<file path="config.mk">
export PLATFORM = sky130hd
export DESIGN_NAME = pkt_validator
export DESIGN_NICKNAME = d
export VERILOG_FILES = /design/src/rtl/pkt_validator.sv
export SDC_FILE = /design/constraint.sdc
export NUM_CORES = 1
export LEC_CHECK = 0
export ABC_CLOCK_PERIOD_IN_PS = 4700
export BUFFER_PORTS_ARGS = -buffer_cell sky130_fd_sc_hd__buf_2
export CAP_MARGIN = 15
export CELL_PAD_IN_SITES_DETAIL_PLACEMENT = 0
export CELL_PAD_IN_SITES_GLOBAL_PLACEMENT = 1
export CORE_ASPECT_RATIO = 1.4
export CORE_MARGIN = 5
export CORE_UTILIZATION = 53
export CTS_CLUSTER_SIZE = 28
export DETAILED_ROUTE_END_ITERATION = 8
export HOLD_SLACK_MARGIN = 0.03
export MAX_ROUTING_LAYER = met4
export PLACE_DENSITY_LB_ADDON = 0.3
export SLEW_MARGIN = 20
export SYNTH_ARGS = -nofsm -noshare
export SYNTH_HDL_FRONTEND = slang
export SYNTH_SLANG_ARGS = --single-unit
export TNS_END_PERCENT = 5
</file>
<file path="constraint.sdc">
create_clock -name clk -period 4.7 [get_ports clk]
set_input_delay 1.175 -clock clk [delete_from_list [all_inputs] [get_ports clk]]
set_output_delay 1.175 -clock clk [all_outputs]
set_load 0.05 [all_outputs]
</file>
<file path="src/rtl/pkt_validator.sv">
// Store-and-forward packet validator.
// Accepts header + N payload words + XOR checksum word from the packet buffer.
// Drops packets with a bad magic, a bad length or a bad checksum, and counts
// each kind of drop. Forwards good packets (header then payload) tagged with
// a 2-bit class taken from header[17:16].
//
// Handshake: a word moves on any rising edge where valid && ready, on both the
// input side (in_valid/in_ready) and the output side (out_valid/out_ready).
// out_data/out_last/out_class are held while out_valid && !out_ready.
// The FSM state is the internal signal `state` (IDLE/PAYLOAD/CHECK/SEND).
module pkt_validator #(
  parameter int         MAX_LEN = 15,
  parameter logic [7:0] MAGIC   = 8'hA5
) (
  input  logic        clk,
  input  logic        rst_n,
  input  logic [31:0] in_data,
  input  logic        in_valid,
  output logic        in_ready,
  output logic [31:0] out_data,
  output logic        out_valid,
  input  logic        out_ready,
  output logic        out_last,
  output logic [1:0]  out_class,
  output logic [15:0] cnt_ok,
  output logic [7:0]  cnt_err_magic,
  output logic [7:0]  cnt_err_len,
  output logic [7:0]  cnt_err_csum
);

  // Counter width for 0..MAX_LEN and address width for the payload buffer.
  localparam int         IW       = $clog2(MAX_LEN + 1);
  localparam int         AW       = (MAX_LEN > 1) ? $clog2(MAX_LEN) : 1;
  localparam logic [7:0] MAX_LEN8 = 8'(MAX_LEN);

  typedef enum logic [1:0] {
    IDLE    = 2'd0,
    PAYLOAD = 2'd1,
    CHECK   = 2'd2,
    SEND    = 2'd3
  } state_t;

  state_t        state;
  state_t        state_nx;
  logic          alive;      // low during reset and until the first edge after it
  logic [31:0]   hdr;
  logic [31:0]   csum;
  logic [IW-1:0] len;
  logic [IW-1:0] idx;
  logic [IW-1:0] rd;         // 0 = header, k = payload word k-1
  logic [IW-1:0] rd_m1;
  logic [31:0]   mem [0:MAX_LEN-1];

  logic in_fire;
  logic out_fire;
  logic magic_bad;
  logic len_bad;
  logic inc_ok;
  logic inc_magic;
  logic inc_len;
  logic inc_csum;

  // Handshake, header classification and the output word mux.
  always_comb begin
    in_ready  = alive && (state != SEND);
    out_valid = (state == SEND);
    in_fire   = in_valid && in_ready;
    out_fire  = out_valid && out_ready;
    magic_bad = (in_data[31:24] != MAGIC);
    len_bad   = (in_data[15:8] == 8'd0) || (in_data[15:8] > MAX_LEN8);
    rd_m1     = rd - IW'(1);
    out_data  = 32'd0;
    out_last  = 1'b0;
    out_class = 2'd0;
    if (state == SEND) begin
      out_data  = (rd == '0) ? hdr : mem[rd_m1[AW-1:0]];
      out_last  = (rd == len);
      out_class = hdr[17:16];
    end
  end

  // Next-state logic and one-cycle counter increment requests.
  always_comb begin
    state_nx  = state;
    inc_ok    = 1'b0;
    inc_magic = 1'b0;
    inc_len   = 1'b0;
    inc_csum  = 1'b0;
    case (state)
      IDLE: begin
        if (in_fire) begin
          if (magic_bad)    inc_magic = 1'b1;
          else if (len_bad) inc_len   = 1'b1;
          else              state_nx  = PAYLOAD;
        end
      end
      PAYLOAD: begin
        if (in_fire && (idx == len - IW'(1))) state_nx = CHECK;
      end
      CHECK: begin
        if (in_fire) begin
          if (in_data == csum) begin
            state_nx = SEND;
          end else begin
            inc_csum = 1'b1;
            state_nx = IDLE;
          end
        end
      end
      SEND: begin
        if (out_fire && (rd == len)) begin
          inc_ok   = 1'b1;
          state_nx = IDLE;
        end
      end
      default: state_nx = IDLE;
    endcase
  end

  // State register, header/checksum/index datapath and saturating counters.
  always_ff @(posedge clk or negedge rst_n) begin
    if (!rst_n) begin
      state         <= IDLE;
      alive         <= 1'b0;
      hdr           <= 32'd0;
      csum          <= 32'd0;
      len           <= '0;
      idx           <= '0;
      rd            <= '0;
      cnt_ok        <= 16'd0;
      cnt_err_magic <= 8'd0;
      cnt_err_len   <= 8'd0;
      cnt_err_csum  <= 8'd0;
    end else begin
      alive <= 1'b1;
      state <= state_nx;
      case (state)
        IDLE: begin
          if (in_fire && !magic_bad && !len_bad) begin
            hdr  <= in_data;
            len  <= in_data[8 +: IW];
            csum <= in_data;
            idx  <= '0;
          end
        end
        PAYLOAD: begin
          if (in_fire) begin
            csum <= csum ^ in_data;
            idx  <= idx + IW'(1);
          end
        end
        CHECK: begin
          if (in_fire) rd <= '0;
        end
        SEND: begin
          if (out_fire) rd <= rd + IW'(1);
        end
        default: ;
      endcase
      if (inc_ok    && (cnt_ok        != '1)) cnt_ok        <= cnt_ok + 16'd1;
      if (inc_magic && (cnt_err_magic != '1)) cnt_err_magic <= cnt_err_magic + 8'd1;
      if (inc_len   && (cnt_err_len   != '1)) cnt_err_len   <= cnt_err_len + 8'd1;
      if (inc_csum  && (cnt_err_csum  != '1)) cnt_err_csum  <= cnt_err_csum + 8'd1;
    end
  end

  // Payload buffer; contents are don't-care until written, so no reset.
  always_ff @(posedge clk) begin
    if ((state == PAYLOAD) && in_fire) mem[idx[AW-1:0]] <= in_data;
  end

endmodule

</file>
==> results.cfg, run 1 <==
[final_layout]
drive_gt1_frac = 0.233
layout_common_cells = edfxtp_1 (480), nand2_1 (117), dfrtp_1 (114)
nFillCells = 3301
mostFrequentLayoutCell = edfxtp_1
design_area_um2 = 27600
fin_nets = 1625
syn2layout_area_growth_pct = 14.4
final_util = 0.614

[logic_synthesis]
yosys.area_share.simple = 0.0633
synth_top_family_by_area = multiplexers
ys.flop_type = edfxtp_1
synth_area_per_cell_um2 = 16.8
synth_xor_area_frac = 0.0337
synth_compound_area_frac = 0.0596
ys_warn_count = 0
ys_ff_latch = 595
syn-cell-area_um2 = 24100
syn_nets = 1480
synth.area.mux_share = 0.105
synth_edf_count = 480
synth_adder_area_share = 0.00570
synthCells = 1433
synth_cell_types = 58
synthArstFlopShare = 0.193
seq_area_frac_synth = 0.716

[pwr]
total_leakage_power_nw = 9.88
p_per_area_nw_per_um2 = 414
vdd_drop_max_v = 0.000332

[setup_path]
r2r-end = mem[11][1]$_DFFE_PP_
reg2reg_slack_ps = 1900
startpoint_type = register
reg2reg_from = state[1]$_DFFE_PN0P_
crit_path_max_fanout = 21
endpoint_kind = primary output
worstPathArrival_ps = 3260
r2r_cells = 5
path_class = register to primary output
crit_required_ps = 3520

[sta]
hold_viol_final = 0
worst_pin_slew_ps = 1020
fin_hold_ws_ps = 469
worst_slack_ps = 270
min_period_ps = 4430
rsz0062_at_grt = no
max_freq_mhz = 226
setup_viol = 0
report.final.slew_viol_count = 0
slew_headroom = 0.319
final.setup_skew_ps = 20.8
post-route-period-util = 0.943

[run_status]
status = finished clean

[global_route]
grt_overflow = 0
grt_pass1_vias = 13900
antenna_found_initial = 1
grt_max_degree = 95
grt_usage = 0.235
grt_pass1_wl_um = 86100

[clock_network]
cts-hold-fix-buffers = 0
post_cts_buffers = 0
clk_latency_ps = 590
h-tree-depth = 2
cts_root_buf = clkbuf_16
cts_sinks = 595
cts-resized-gates = 0
clk_pin_slew_worst_paths_ps = 60
cts_tree = done
clockBufferDepth = 3
cts-buffers-inserted = 56

[floorplan]
dieWidth_um = 190
die_h_um = 262
rows = 92
fp.coreArea_um2 = 45000
start_util = 0.536
die_area_um2 = 50000
pin_count = 113

[placement]
io_buffers = 112
dpl_cell_area_um2 = 25700
place_ws_ps = 780
globalplace.congestion = 0.837
dpl.hpwl_um = 34400

[routing]
drt_iter0_drc = 918
vias = 13400
drcViolationCount = 0
wl_per_cell_um = 25.5
drt_first_pass_iters = 5
wl_um = 56900
vias_per_cell = 5.98
ant_nets = 0

[job]
cap_viol_max_count = 0

[hold_path]
hp-class = register to register
min_to = hdr[31]$_DFFE_PN0P_
min_from = hdr[31]$_DFFE_PN0P_
holdPathStages = 1
[logic make-up after synthesis]
family                   count (synthesis)
flip-flops                             595
AND/OR/NAND/NOR                        309
adder cells (fa/ha/maj)                 11
other                                    1
XOR/XNOR                                93
multiplexers                           133
AO/OA/AOI/OAI                          202
buffers and inverters                   89
[registers in the layout, indices dropped and copies added (netlist names)]
signal,cells
rd,4
cnt_ok,16
idx,4
cnt_err_csum,8
state,2
mem,480
csum,32
alive,1
hdr,32
cnt_err_magic,8
cnt_err_len,8
[critical path: stages (launching register included)]
cell      delay (ps)
dfrtp_4          510
inv_1             70
ha_2             260
xnor2_2          140
buf_4            310
buf_4            300
nor2_1            70
a211oi_1         220
a211oi_1          80
o31ai_1          360
buf_2            340
[metal layers]
layer  vias to the layer above  global-route usage  wire length [um]
met5                         -                   -                 0
met4                         0              0.0744              1700
met3                       119              0.0323              3260
met2                       432               0.405             30600
met1                      6913               0.290             21400
li1                       5913                   -                 -
[cell type report]
cell class                      count  area, um^2  share of cell area
Sequential cell                   595       17300               0.626
Multi-Input combinational cell    749        6540               0.237
Clock buffer                       77        1510              0.0547
Timing Repair Buffer              164        1120              0.0405
Tap cell                          611         764              0.0277
Clock inverter                     27         343              0.0124
Inverter                           12        45.0             0.00163
Antenna cell                        1        2.50           0.0000906
[report_power, final]
group | leakage (nW) | internal, mW | switching [mW] | total (mW)
registers | 5.84 | 5.78 | 0.0932 | 5.87
clock network | 0.903 | 2.69 | 1.88 | 4.57
logic | 3.13 | 0.402 | 0.605 | 1.01
[Yosys cell counts (2+ instances only)]
cell | count | share of area
edfxtp_1 | 480 | 0.60
nand2_1 | 117 | 0.018
dfrtp_1 | 115 | 0.12
mux4_2 | 96 | 0.090
nor2_1 | 72 | 0.011
a211oi_1 | 64 | 0.020
xnor2_1 | 52 | 0.019
clkbuf_1 | 44 | 0.0068
xor2_1 | 41 | 0.015
mux2i_1 | 33 | 0.014
o31ai_1 | 33 | 0.010
o22ai_1 | 32 | 0.0083
a21oi_1 | 31 | 0.0064
buf_2 | 25 | 0.0052
and2_1 | 23 | 0.0060
a311oi_1 | 20 | 0.0073
nand4_1 | 20 | 0.0052
nand3_1 | 17 | 0.0035
and3_1 | 16 | 0.0041
inv_1 | 12 | 0.0019
ha_1 | 11 | 0.0057
nor3_1 | 11 | 0.0023
o21ai_0 | 6 | 0.0012
a31oi_1 | 5 | 0.0013
buf_4 | 5 | 0.0016
nand2b_1 | 5 | 0.0013
nor4_1 | 4 | 0.0010
and4_1 | 3 | 0.0011
buf_1 | 3 | 0.00047
mux2_2 | 3 | 0.0014
nor4_2 | 3 | 0.0016
nand4_2 | 2 | 0.0010
nand4b_1 | 2 | 0.00073
nor2b_1 | 2 | 0.00052
nor3b_1 | 2 | 0.00062
[worst max-delay path by stage]
stage | end | slack (ps) | from | cells after the start
CTS | out_data[24] | 150 | rd[0]$_DFFE_PN0P_ | 10
detailed placement | out_data[24] | 780 | rd[0]$_DFFE_PN0P_ | 10
global placement | hdr[14]$_DFFE_PN0P_ | 730 | in_data[12] | 5
finish | out_data[24] | 270 | rd[0]$_DFFE_PN0P_ | 10
global route | out_data[24] | 10 | rd[0]$_DFFE_PN0P_ | 10
floorplan | out_data[11] | -20 | rd[0]$_DFFE_PN0P_ | 11
[stage by stage]
stage	std cells	setup TNS (ps)	power, mW
2_1_floorplan	1433	-519	6.65
3_3_place_gp	2130	0	6.97
3_5_place_dp	2130	0	6.99
4_1_cts	2234	0	11.6
5_1_grt	2236	0	11.8
6_report	2236	0	11.4
Note: power is estimated with default switching activity, not from simulation.
==> run 2, diff against run 1 <==
- ABC_CLOCK_PERIOD_IN_PS: 4700 -> 4400
- clock period: 4.7 -> 4.4 ns (I/O delays scaled with it)
==> run 2 against run 1 <==
Compared with the run above:
- sequential share of layout area is 0.091 points higher
- via count is 0.81% higher
- critical path depth stayed put
- first-iteration DRC count is 14% higher
- combinational power is 11% higher
- power is 3.7% higher
- global-route usage is 0.44 points higher
- largest cell class unchanged
- highest routed layer unchanged
==> results.cfg, run 2 (synthesis results as in run 1) <==
[hold_path]
min_to = hdr[24]$_DFFE_PN0P_
holdPathStages = 1
min_from = hdr[24]$_DFFE_PN0P_
hp-class = register to register

[final_layout]
drive_gt1_frac = 0.240
largest_reg_flops = 480
layout_common_cells = edfxtp_1 (480), nand2_1 (117), dfrtp_1 (114)
nFillCells = 3326
fin_nets = 1634
multi_input_area_um2 = 6550
syn2layout_area_growth_pct = 14.3
design_area_um2 = 27600
mostFrequentLayoutCell = edfxtp_1
n_antenna_cell = 0
ff_latch_area_um2 = 17300

[clock_network]
cts-hold-fix-buffers = 0
clk_latency_ps = 590
clk_pin_slew_worst_paths_ps = 60
cts-buffers-inserted = 54
clockBufferDepth = 3
cts_sinks = 595
cts_tree = done
h-tree-depth = 2
cts_root_buf = clkbuf_16

[routing]
wl_um = 58600
vias = 13500
vias_per_cell = 6.02
drt_iter0_drc = 1045
wl_per_cell_um = 26.2
drt_first_pass_iters = 5
drcViolationCount = 0
ant_nets = 0

[floorplan]
dieWidth_um = 190
pin_count = 113
die_h_um = 262
rows = 92
fp.coreArea_um2 = 45000
start_util = 0.536
die_area_um2 = 50000

[setup_path]
worstPathArrival_ps = 3190
cp_cell_sequence = inv_1 -> ha_2 -> xnor2_2 -> buf_6 -> nor2_1 -> a211oi_1 -> a211oi_1 -> o31ai_1 -> buf_4 -> buf_2
crit_required_ps = 3300
cp_num_buf_inv = 4
path_class = register to primary output
crit_top_cell = a211oi_1
r2r_cells = 5
endpoint_kind = primary output
max_stage_delay_ps = 570
reg2reg_slack_ps = 1620
crit_path_max_fanout = 32
startpoint_type = register
cp_slowest_cell = dfrtp_4
reg2reg_from = state[1]$_DFFE_PN0P_
r2r-end = mem[3][3]$_DFFE_PP_
critPathTopFamily = buffers and inverters

[sta]
fin_hold_ws_ps = 475
slew_headroom = 0.302
max_freq_mhz = 233
setup_viol = 0
worst_pin_slew_ps = 1050
min_period_ps = 4290
rsz0062_at_grt = yes
report.final.slew_viol_count = 0
post-route-period-util = 0.974
hold_viol_final = 0
final.setup_skew_ps = 21.0

[pwr]
vdd_drop_max_v = 0.000473
total_leakage_power_nw = 9.87
p_per_area_nw_per_um2 = 430

[global_route]
antenna_found_initial = 0
grt_usage = 0.239
grt_max_degree = 78
grt_overflow = 0
use_met3 = 0.0351
met1_usage = 0.307
grt_pass1_vias = 13800
grt_pass1_wl_um = 87300
gr-usage-met2 = 0.401
busiest_layer = met2

[placement]
dpl.hpwl_um = 35800
io_buffers = 112
globalplace.congestion = 0.805
dpl_cell_area_um2 = 25800

[job]
cap_viol_max_count = 0

[run_status]
status = finished clean
run 2: changes by cell type in the layout (fill, tap and decap cells not counted), sizes merged:
cell | previous run | this run
bufinv | 8 | 2
buf | 164 | 173
clkinvlp | 0 | 4
diode | 1 | 0
clkbuf | 77 | 75
clkinv | 17 | 18
inv | 14 | 12
run 2: power by group:
part | total [mW] | leakage, nW | switching, mW | internal (mW)
Sequential | 6.27 | 5.84 | 0.100 | 6.17
Combinational | 1.12 | 3.22 | 0.663 | 0.454
Clock | 4.48 | 0.810 | 2.00 | 2.48
Total | 11.9 | 9.87 | 2.77 | 9.10
run 2: how the worst max path moves through the flow:
| stage | from | endpoint | slack, ps | cells after the start |
|---|---|---|---|---|
| after floorplan | rd[0]$_DFFE_PN0P_ | out_data[11] | -240 | 11 |
| after global placement | rd[0]$_DFFE_PN0P_ | out_data[12] | 640 | 9 |
| after detailed placement | rd[2]$_DFFE_PN0P_ | out_data[24] | 560 | 8 |
| after CTS | rd[0]$_DFFE_PN0P_ | out_data[12] | 6 | 9 |
| after global routing | rd[0]$_DFFE_PN0P_ | out_data[24] | -30 | 10 |
| final | rd[0]$_DFFE_PN0P_ | out_data[24] | 110 | 10 |
run 2: what timing repair did:
| action | 4_1_cts | 5_1_grt |
|---|---|---|
| setup buffers | 0 | 1 |
| gates cloned | 0 | 2 |
| resized for setup | 3 | 3 |
| setup endpoints to repair | 3 | 15 |
run 2: layout make-up:
type                    instances  area share
multi-input cells             749       0.238
inverters                      12     0.00163
well taps                     611      0.0277
clock inverters                24     0.00694
clock buffers                  73      0.0538
repair buffers                175      0.0453
flip-flops and latches        595       0.627
run 2: per-layer routing:
layer | vias to the layer above | part of all wire | wire length [um]
li1 | 5945 | - | -
met1 | 7036 | 0.40 | 23300
met2 | 404 | 0.52 | 30300
met3 | 100 | 0.054 | 3180
met4 | 0 | 0.031 | 1810
met5 | - | 0 | 0
run 2: per-stage QoR:
step           setup TNS [ps]  worst slack [ps]  instances   util  total power, mW
5_1_grt                 -31.8             -28.8       2239  0.613             12.3
3_3_place_gp                0               635       2139  0.573             7.46
6_report                    0               114       2239  0.613             11.9
4_1_cts                     0              5.90       2236  0.611             11.9
3_5_place_dp                0               557       2139  0.573             7.48
2_1_floorplan           -7280              -244       1433      -             7.10
